--- src/rtl/input_quantize_packer.sv ---
// input_quantize_packer
//   Front-end of the classifier. Takes raw unsigned feature samples one per
//   beat, quantizes each to a 2-bit code against three thresholds, and packs
//   a frame of N_FEAT codes into a flat bus for the layer-0 LUT neuron array.
//   The packed frame is held stable until the consumer takes it, and frames
//   with the wrong number of beats are flagged.
//
// Ports
//   clk       in   1         clock, all state on rising edge
//   rst_n     in   1         asynchronous active-low reset
//   s_tdata   in   FEAT_W    raw feature value (unsigned)
//   s_tvalid  in   1         feature beat valid
//   s_tlast   in   1         last feature of a frame
//   s_tready  out  1         stage can accept a feature beat
//   m_data    out  2*N_FEAT  packed codes, feature i at [2i+1:2i]
//   m_valid   out  1         m_data holds a complete frame
//   m_ready   in   1         consumer accepts the frame
//   err_len   out  1         one-cycle pulse: frame length != N_FEAT
//   err_cnt   out  8         saturating count of err_len pulses
module input_quantize_packer #(
    parameter int unsigned N_FEAT = 16,
    parameter int unsigned FEAT_W = 8,
    parameter int unsigned THR0   = 64,
    parameter int unsigned THR1   = 128,
    parameter int unsigned THR2   = 192
) (
    input  logic                  clk,
    input  logic                  rst_n,
    input  logic [FEAT_W-1:0]     s_tdata,
    input  logic                  s_tvalid,
    input  logic                  s_tlast,
    output logic                  s_tready,
    output logic [2*N_FEAT-1:0]   m_data,
    output logic                  m_valid,
    input  logic                  m_ready,
    output logic                  err_len,
    output logic [7:0]            err_cnt
);

    localparam int unsigned IDX_W = (N_FEAT > 1) ? $clog2(N_FEAT) : 1;
    localparam logic [IDX_W-1:0] LAST_IDX = IDX_W'(N_FEAT - 1);

    typedef enum logic [1:0] {
        FILL  = 2'd0,
        DRAIN = 2'd1,
        HOLD  = 2'd2
    } state_t;

    state_t            state, state_nx;
    logic [IDX_W-1:0]  idx, idx_nx;
    logic              accept;
    logic              wr_en;
    logic              err_nx;
    logic [1:0]        code;

    // Ready is forced low while reset is asserted, not only in HOLD.
    always_comb begin
        s_tready = rst_n && (state != HOLD);
        m_valid  = (state == HOLD);
        accept   = s_tvalid && s_tready;
    end

    always_comb begin
        code = 2'd0;
        if (s_tdata >= FEAT_W'(THR2))
            code = 2'd3;
        else if (s_tdata >= FEAT_W'(THR1))
            code = 2'd2;
        else if (s_tdata >= FEAT_W'(THR0))
            code = 2'd1;
    end

    always_comb begin
        state_nx = state;
        idx_nx   = idx;
        wr_en    = 1'b0;
        err_nx   = 1'b0;
        case (state)
            FILL: begin
                if (accept) begin
                    wr_en = 1'b1;
                    if (idx == LAST_IDX) begin
                        idx_nx = '0;
                        if (s_tlast) begin
                            state_nx = HOLD;
                        end else begin
                            // Frame is complete but too long: keep it, drop the rest.
                            state_nx = DRAIN;
                            err_nx   = 1'b1;
                        end
                    end else if (s_tlast) begin
                        // Short frame: restart; stale slots get overwritten before
                        // any frame is exposed.
                        idx_nx = '0;
                        err_nx = 1'b1;
                    end else begin
                        idx_nx = idx + IDX_W'(1);
                    end
                end
            end
            DRAIN: begin
                if (accept && s_tlast)
                    state_nx = HOLD;
            end
            HOLD: begin
                if (m_ready) begin
                    state_nx = FILL;
                    idx_nx   = '0;
                end
            end
            default: begin
                state_nx = FILL;
                idx_nx   = '0;
            end
        endcase
    end

    always_ff @(posedge clk or negedge rst_n) begin
        if (!rst_n) begin
            state <= FILL;
            idx   <= '0;
        end else begin
            state <= state_nx;
            idx   <= idx_nx;
        end
    end

    always_ff @(posedge clk or negedge rst_n) begin
        if (!rst_n) begin
            m_data <= '0;
        end else begin
            for (int unsigned i = 0; i < N_FEAT; i++) begin
                if (wr_en && (idx == IDX_W'(i)))
                    m_data[2*i +: 2] <= code;
            end
        end
    end

    always_ff @(posedge clk or negedge rst_n) begin
        if (!rst_n) begin
            err_len <= 1'b0;
            err_cnt <= '0;
        end else begin
            err_len <= err_nx;
            if (err_nx && (err_cnt != 8'hFF))
                err_cnt <= err_cnt + 8'd1;
        end
    end

endmodule
--- config.mk ---
export PLATFORM = sky130hd
export DESIGN_NAME = input_quantize_packer
export DESIGN_NICKNAME = d
export VERILOG_FILES = /design/src/rtl/input_quantize_packer.sv
export SDC_FILE = /design/constraint.sdc
export NUM_CORES = 1
export LEC_CHECK = 0
export CAP_MARGIN = 5
export CELL_PAD_IN_SITES_DETAIL_PLACEMENT = 0
export CELL_PAD_IN_SITES_GLOBAL_PLACEMENT = 1
export CORE_ASPECT_RATIO = 0.75
export CORE_MARGIN = 5
export CORE_UTILIZATION = 24
export DETAILED_ROUTE_END_ITERATION = 6
export GPL_TIMING_DRIVEN = 0
export PLACE_DENSITY = 0.62
export SKIP_CTS_REPAIR_TIMING = 1
export SLEW_MARGIN = 20
export SYNTH_ARGS = -nofsm -noshare
export SYNTH_HDL_FRONTEND = slang
export SYNTH_SLANG_ARGS = --single-unit
export TNS_END_PERCENT = 100
--- constraint.sdc ---
create_clock -name clk -period 3.4 [get_ports clk]
set_input_delay 0.68 -clock clk [delete_from_list [all_inputs] [get_ports clk]]
set_output_delay 0.68 -clock clk [all_outputs]
set_load 0.02 [all_outputs]
Word-level counts from Yosys, hierarchy flattened. Cells that the tools add are included. Widths: inputs -> output; s select.

Register bits after elaboration: 47. Output and inout port bits: 43. Word-level logic and storage cells: 94.

Add/sub/neg operators: 2. Magnitude comparators: 3. Equal/unequal tests: 23. Multiplexer cells: 21. Bitwise gates (word level): 1. Reductions and logical operators: 24.

Operators by type and width (count): $eq 4x4->1 const B (8); $logic_and 1x1->1 (20); $eq 4x3->1 const B (4); $ge 8x8->1 const B (2); $mux 4 (4); $mux 2 (7); $pmux 4 s3 (1); $add 8x1->8 const B (1); $eq 4x2->1 const B (2); $ge 8x7->1 const B (1); $mux 1 (8); $ne 2x2->1 const B (4); $ne 8x8->1 const B (1); $pmux 2 s3 (1); $add 4x1->4 const B (1); $eq 4x1->1 const B (1); $logic_not 4->1 (1); $reduce_and 4->1 (1); $reduce_and 3->1 (1); $eq 2x1->1 const B (1); $eq 2x2->1 const B (1); $logic_not 2->1 (1); $ne 2x1->1 const B (1); $not 1->1 (1).

Longest topological paths before layout. Gate-level depths: netlist of run 1.

Word-level depth: 6. Mapped depth: 6. Mapped depth without buffers: 5.

Worst setup path before layout of run 1. Ideal clock, no wire load.

Kind: input -> register. Start point: input port rst_n. End point: register err_cnt[1]. Library setup time: 0.125 ns. Arrival: 1.663 ns. Data required time: 3.275 ns. Setup slack: 1.613 ns. Stages on the path: 5. Cell sequence: nor4bb_1 -> buf_4 -> o21ai_2 -> nor2_2 -> mux2_2.

Word-level cells in the longest chain between the ends: 5.

RTL lines: start, declared (line 28) `input logic rst_n,`; $logic_and 1x1->1 (line 58) `s_tready = rst_n && (state != HOLD);`; $logic_and 1x1->1 (line 60) `accept = s_tvalid && s_tready;`; $mux 1 (line 80) `if (accept) begin`; $mux 1 (line 78) `case (state)`; $logic_and 1x1->1 (line 145) `if (err_nx && (err_cnt != 8'hFF))`; end signal, assigned (line 146) `err_cnt <= err_cnt + 8'd1;`; end, declared (line 37) `output logic [7:0] err_cnt`.

Every way passes these cells. A chain may end at the register's enable or synchronous reset.

Worst setup path after layout of run 1.
Start point: input port rst_n. End point: output port s_tready.

Word-level cells in the longest chain between the ends: 1.

RTL lines: $logic_and 1x1->1 (line 58); end, declared (line 32) `output logic s_tready,`.

Every way passes these cells.

==> flow_metrics.tcl, run 1 <==
set metrics [dict create \
    status "completed" \
    crit_path_cell_trace "buf_4, and2_1, clkdlybuf4s50_1" \
    p_leak_nw 1.317 \
    hold_violations 0 \
    rrSetupSlack_ps 1520 \
    finalPower_mw 1.739 \
    clkSlewWorstSetupHoldPaths_ps 60 \
    vias_per_cell 4.404 \
    dr_wl_met3_um 158 \
    grt_first_pass_wirelength_mm 8.148 \
    worst_pin_slew_ps 658.5 \
    layout_setup_ws_ps 659.3 \
    wl_per_cell_um 14.62 \
    report.final.slew_viol_count 0 \
    htreeDepth 2 \
    crit_family "buffers and inverters" \
    grt_overflow 0 \
    synthArstFlopShare_pct 100.0 \
    ys_top_cells_by_count "dfrtp_1 (47), mux2_2 (33), nand2_1 (18)" \
    fin_util_pct 33.22 \
    pre_cts_ws_ps 617.7 \
    reg2reg_depth 5 \
    synth_cells 174 \
    ys_top_cells_by_area "dfrtp_1 (54%), mux2_2 (17%), nand2_1 (3.1%), ha_1 (2.9%), buf_6 (2.1%)" \
    min_period_ps 2741 \
    rows 30 \
    cts_sinks 47 \
    reg2reg_to "err_cnt[1]" \
    synthFlopType "dfrtp_1" \
    cts_buffers 5 \
    cts_tree "yes" \
    synth_nets 192 \
    die_h_um 92.72 \
    startpoint_type "input port" \
    fin_crit_sh_pct 80.61 \
    grt_antenna_before_repair 0 \
    syn_avg_cell_area_um2 12.58 \
    synthMostInstantiatedCell "dfrtp_1" \
    core-area_um2 8971 \
    io_pins 56 \
    synth_top_area_share_pct 53.71 \
    yosysTopAreaCell "dfrtp_1" \
    die_w_um 120.3 \
    syn_area_um2 2190 \
    max_cap_viol_count 0 \
    skew_ps 8.274 \
    vias 1506 \
    min_path_type "input port to async pin" \
    port_buffers 48 \
    rsz0062_at_grt "false" \
    max_stage_delay_ps 610 \
    ys_warn_count 0 \
    wirelength_met1_mm 2.575 \
    routed.top_layer "met4" \
    layout.cells.non_filler 342 \
    start_util_pct 24.41 \
    place_inst 334 \
    dr.first_iter.drc_count 41 \
    nets 247 \
    yosysSeqAreaShare_pct 53.71 \
    grt_use_total_pct 9.240 \
    finalSetupViolCount 0 \
    hold_ws_ps 411.2 \
    grt_pass1_vias 1571 \
    p_per_area_nw_per_um2 583.5 \
    crit_arrival_ps 2060 \
    synth_edf_count 0 \
    layout-area-overhead-vs-synth_pct 36.11 \
    remaining_drc_errors 0 \
    worstPathMaxFanout 52 \
    cts_buffer_depth 2 \
    fmax_mhz 364.9 \
    critPathBufInv 2 \
    cts_root_buf "clkbuf_16" \
    dieArea_um2 11150 \
    first_pass_iters 3 \
    routed_wirelength_mm 4.999 \
    relSlewSlack_pct 55.69 \
    reg2reg_from "idx[0]" \
    peakVddDrop_v 0.0002668 \
    insertedDiodeCount 0 \
    synth_seq_cells 47 \
    place.gp.congestion 0.7109 \
    dp_hpwl_mm 3.614 \
    ant_nets 0 \
    dr_wl_met2_mm 2.207 \
    worst_path_max_delay_cell "clkdlybuf4s50_1" \
    grt_start_max_net_pins 53 \
    drive_above_1_share_pct 26.52 \
    cp.required_ps 2720 \
    synth.distinct_cells 37 \
    crit_path_end_kind "output pin" \
    criticalPathCategory "input port to output pin" \
    insertion_delay_ps 290 \
]
[per-stage QoR]
stage | area, um^2 | TNS (ps)
final | 2980 | 0
after global routing | 2980 | 0
after CTS | 2980 | 0
after detailed placement | 2808 | 0
after global placement | 2810 | -33810
after floorplan | 2190 | 0
[per-layer routing]
layer	track usage, %	vias to the layer above
li1	-	727
met1	13.28	748
met2	13.23	26
met3	2.625	5
met4	3.113	0
met5	0	-
[flip-flops by register name (all words and copies together), names as in the netlist]
name / cells
m_data: 32
err_cnt: 8
idx: 4
state: 2
err_len: 1
[final cells by class]
cell class / count / area (um^2)
fillers: 906 / 5991
flip-flops and latches: 47 / 1176
multi-input cells: 116 / 938.4
repair buffers: 48 / 478.0
well taps: 112 / 140.1
clock buffers: 5 / 125.1
plain buffers: 8 / 63.81
clock inverters: 3 / 47.55
inverters: 3 / 11.26
[power breakdown]
part | leakage [nW] | total (mW) | internal, mW | switching, mW
clock | 0.0844 | 0.564 | 0.351 | 0.213
sequential | 0.632 | 0.721 | 0.645 | 0.0756
combinational | 0.600 | 0.455 | 0.228 | 0.227
total | 1.32 | 1.74 | 1.22 | 0.515
[cell usage in the layout, fill, tap and decap left out, types with 2 or more instances in the layout]
master           netlist  final
nor4_1                 2      2
nand2_1               18     18
dfrtp_1               47     47
clkdlybuf4s50_1        0     47
clkbuf_1               3      3
nor2_1                 6      6
clkbuf_16              0      5
nand3_1                5      5
inv_1                  3      3
o21ai_0                4      4
xor2_1                 4      4
nand3_2                4      4
nand4_1                2      2
buf_6                  4      4
mux2_2                33     33
and2_4                 4      4
a31oi_1                7      7
buf_4                  1      2
ha_1                   5      5
nor2b_1                3      3
[worst reg2reg max path: stages, from the launching register on]
cell	delay (ps)
dfrtp_1	450
ha_1	300
and3_2	240
xnor2_2	200
nor2_2	220
mux2_2	360
[worst max path at each step]
| stage | startpoint | to | slack (ps) | cells past startpoint |
|---|---|---|---|---|
| detailed placement | rst_n | s_tready | 620 | 3 |
| CTS | rst_n | s_tready | 620 | 3 |
| global placement | rst_n | s_tready | -1070 | 3 |
| global route | rst_n | s_tready | 540 | 3 |
| floorplan | rst_n | err_cnt[1] | 1610 | 5 |
| finish | rst_n | s_tready | 660 | 3 |
[logic make-up (layout without fill, tap and decap cells)]
kind of cell	count (synthesis)	count (layout)	synth area share, %
DFF	47	47	53.71
AOI/OAI and AO/OA	17	17	5.258
xor gates and xnor gates	6	6	2.743
muxes	33	33	16.97
buffers and inverters	11	67	3.428
and+or+nand+nor	55	55	15.03
adders and majority gates	5	5	2.857
No activity file was read; power rests on OpenSTA's default activity.
==> inputs of run 2 (changes only) <==
==> constraint.sdc (replaced) <==
create_clock -name clk -period 2.7 [get_ports clk]
set_input_delay 0.54 -clock clk [delete_from_list [all_inputs] [get_ports clk]]
set_output_delay 0.54 -clock clk [all_outputs]
set_load 0.02 [all_outputs]
==> results of run 2 <==
Same layout as run 1 (identical final DEF). Status: completed.
Among the figures that moved: setup slack after placement 617.7 ps -> 197.7 ps; setup slack after layout 659.3 ps -> 239.3 ps; hold slack 411.2 ps -> 271.2 ps; register-to-register setup slack 1520 ps -> 820 ps; total power 1.739 mW -> 2.190 mW; worst IR drop on VDD 0.0002668 V -> 0.0003360 V
==> inputs of run 3 (changes only) <==
--- a/config.mk
+++ b/config.mk
@@ -5,7 +5,7 @@
 export SDC_FILE = /design/constraint.sdc
 export NUM_CORES = 1
 export LEC_CHECK = 0
-export CAP_MARGIN = 5
+export CAP_MARGIN = 20
 export CELL_PAD_IN_SITES_DETAIL_PLACEMENT = 0
 export CELL_PAD_IN_SITES_GLOBAL_PLACEMENT = 1
 export CORE_ASPECT_RATIO = 0.75
==> results of run 3 <==
Same layout as run 1 (identical final DEF). Status: completed.
Among the figures that moved: setup slack after placement 617.7 ps -> 197.7 ps; setup slack after layout 659.3 ps -> 239.3 ps; hold slack 411.2 ps -> 271.2 ps; register-to-register setup slack 1520 ps -> 820 ps; total power 1.739 mW -> 2.190 mW; worst IR drop on VDD 0.0002668 V -> 0.0003360 V
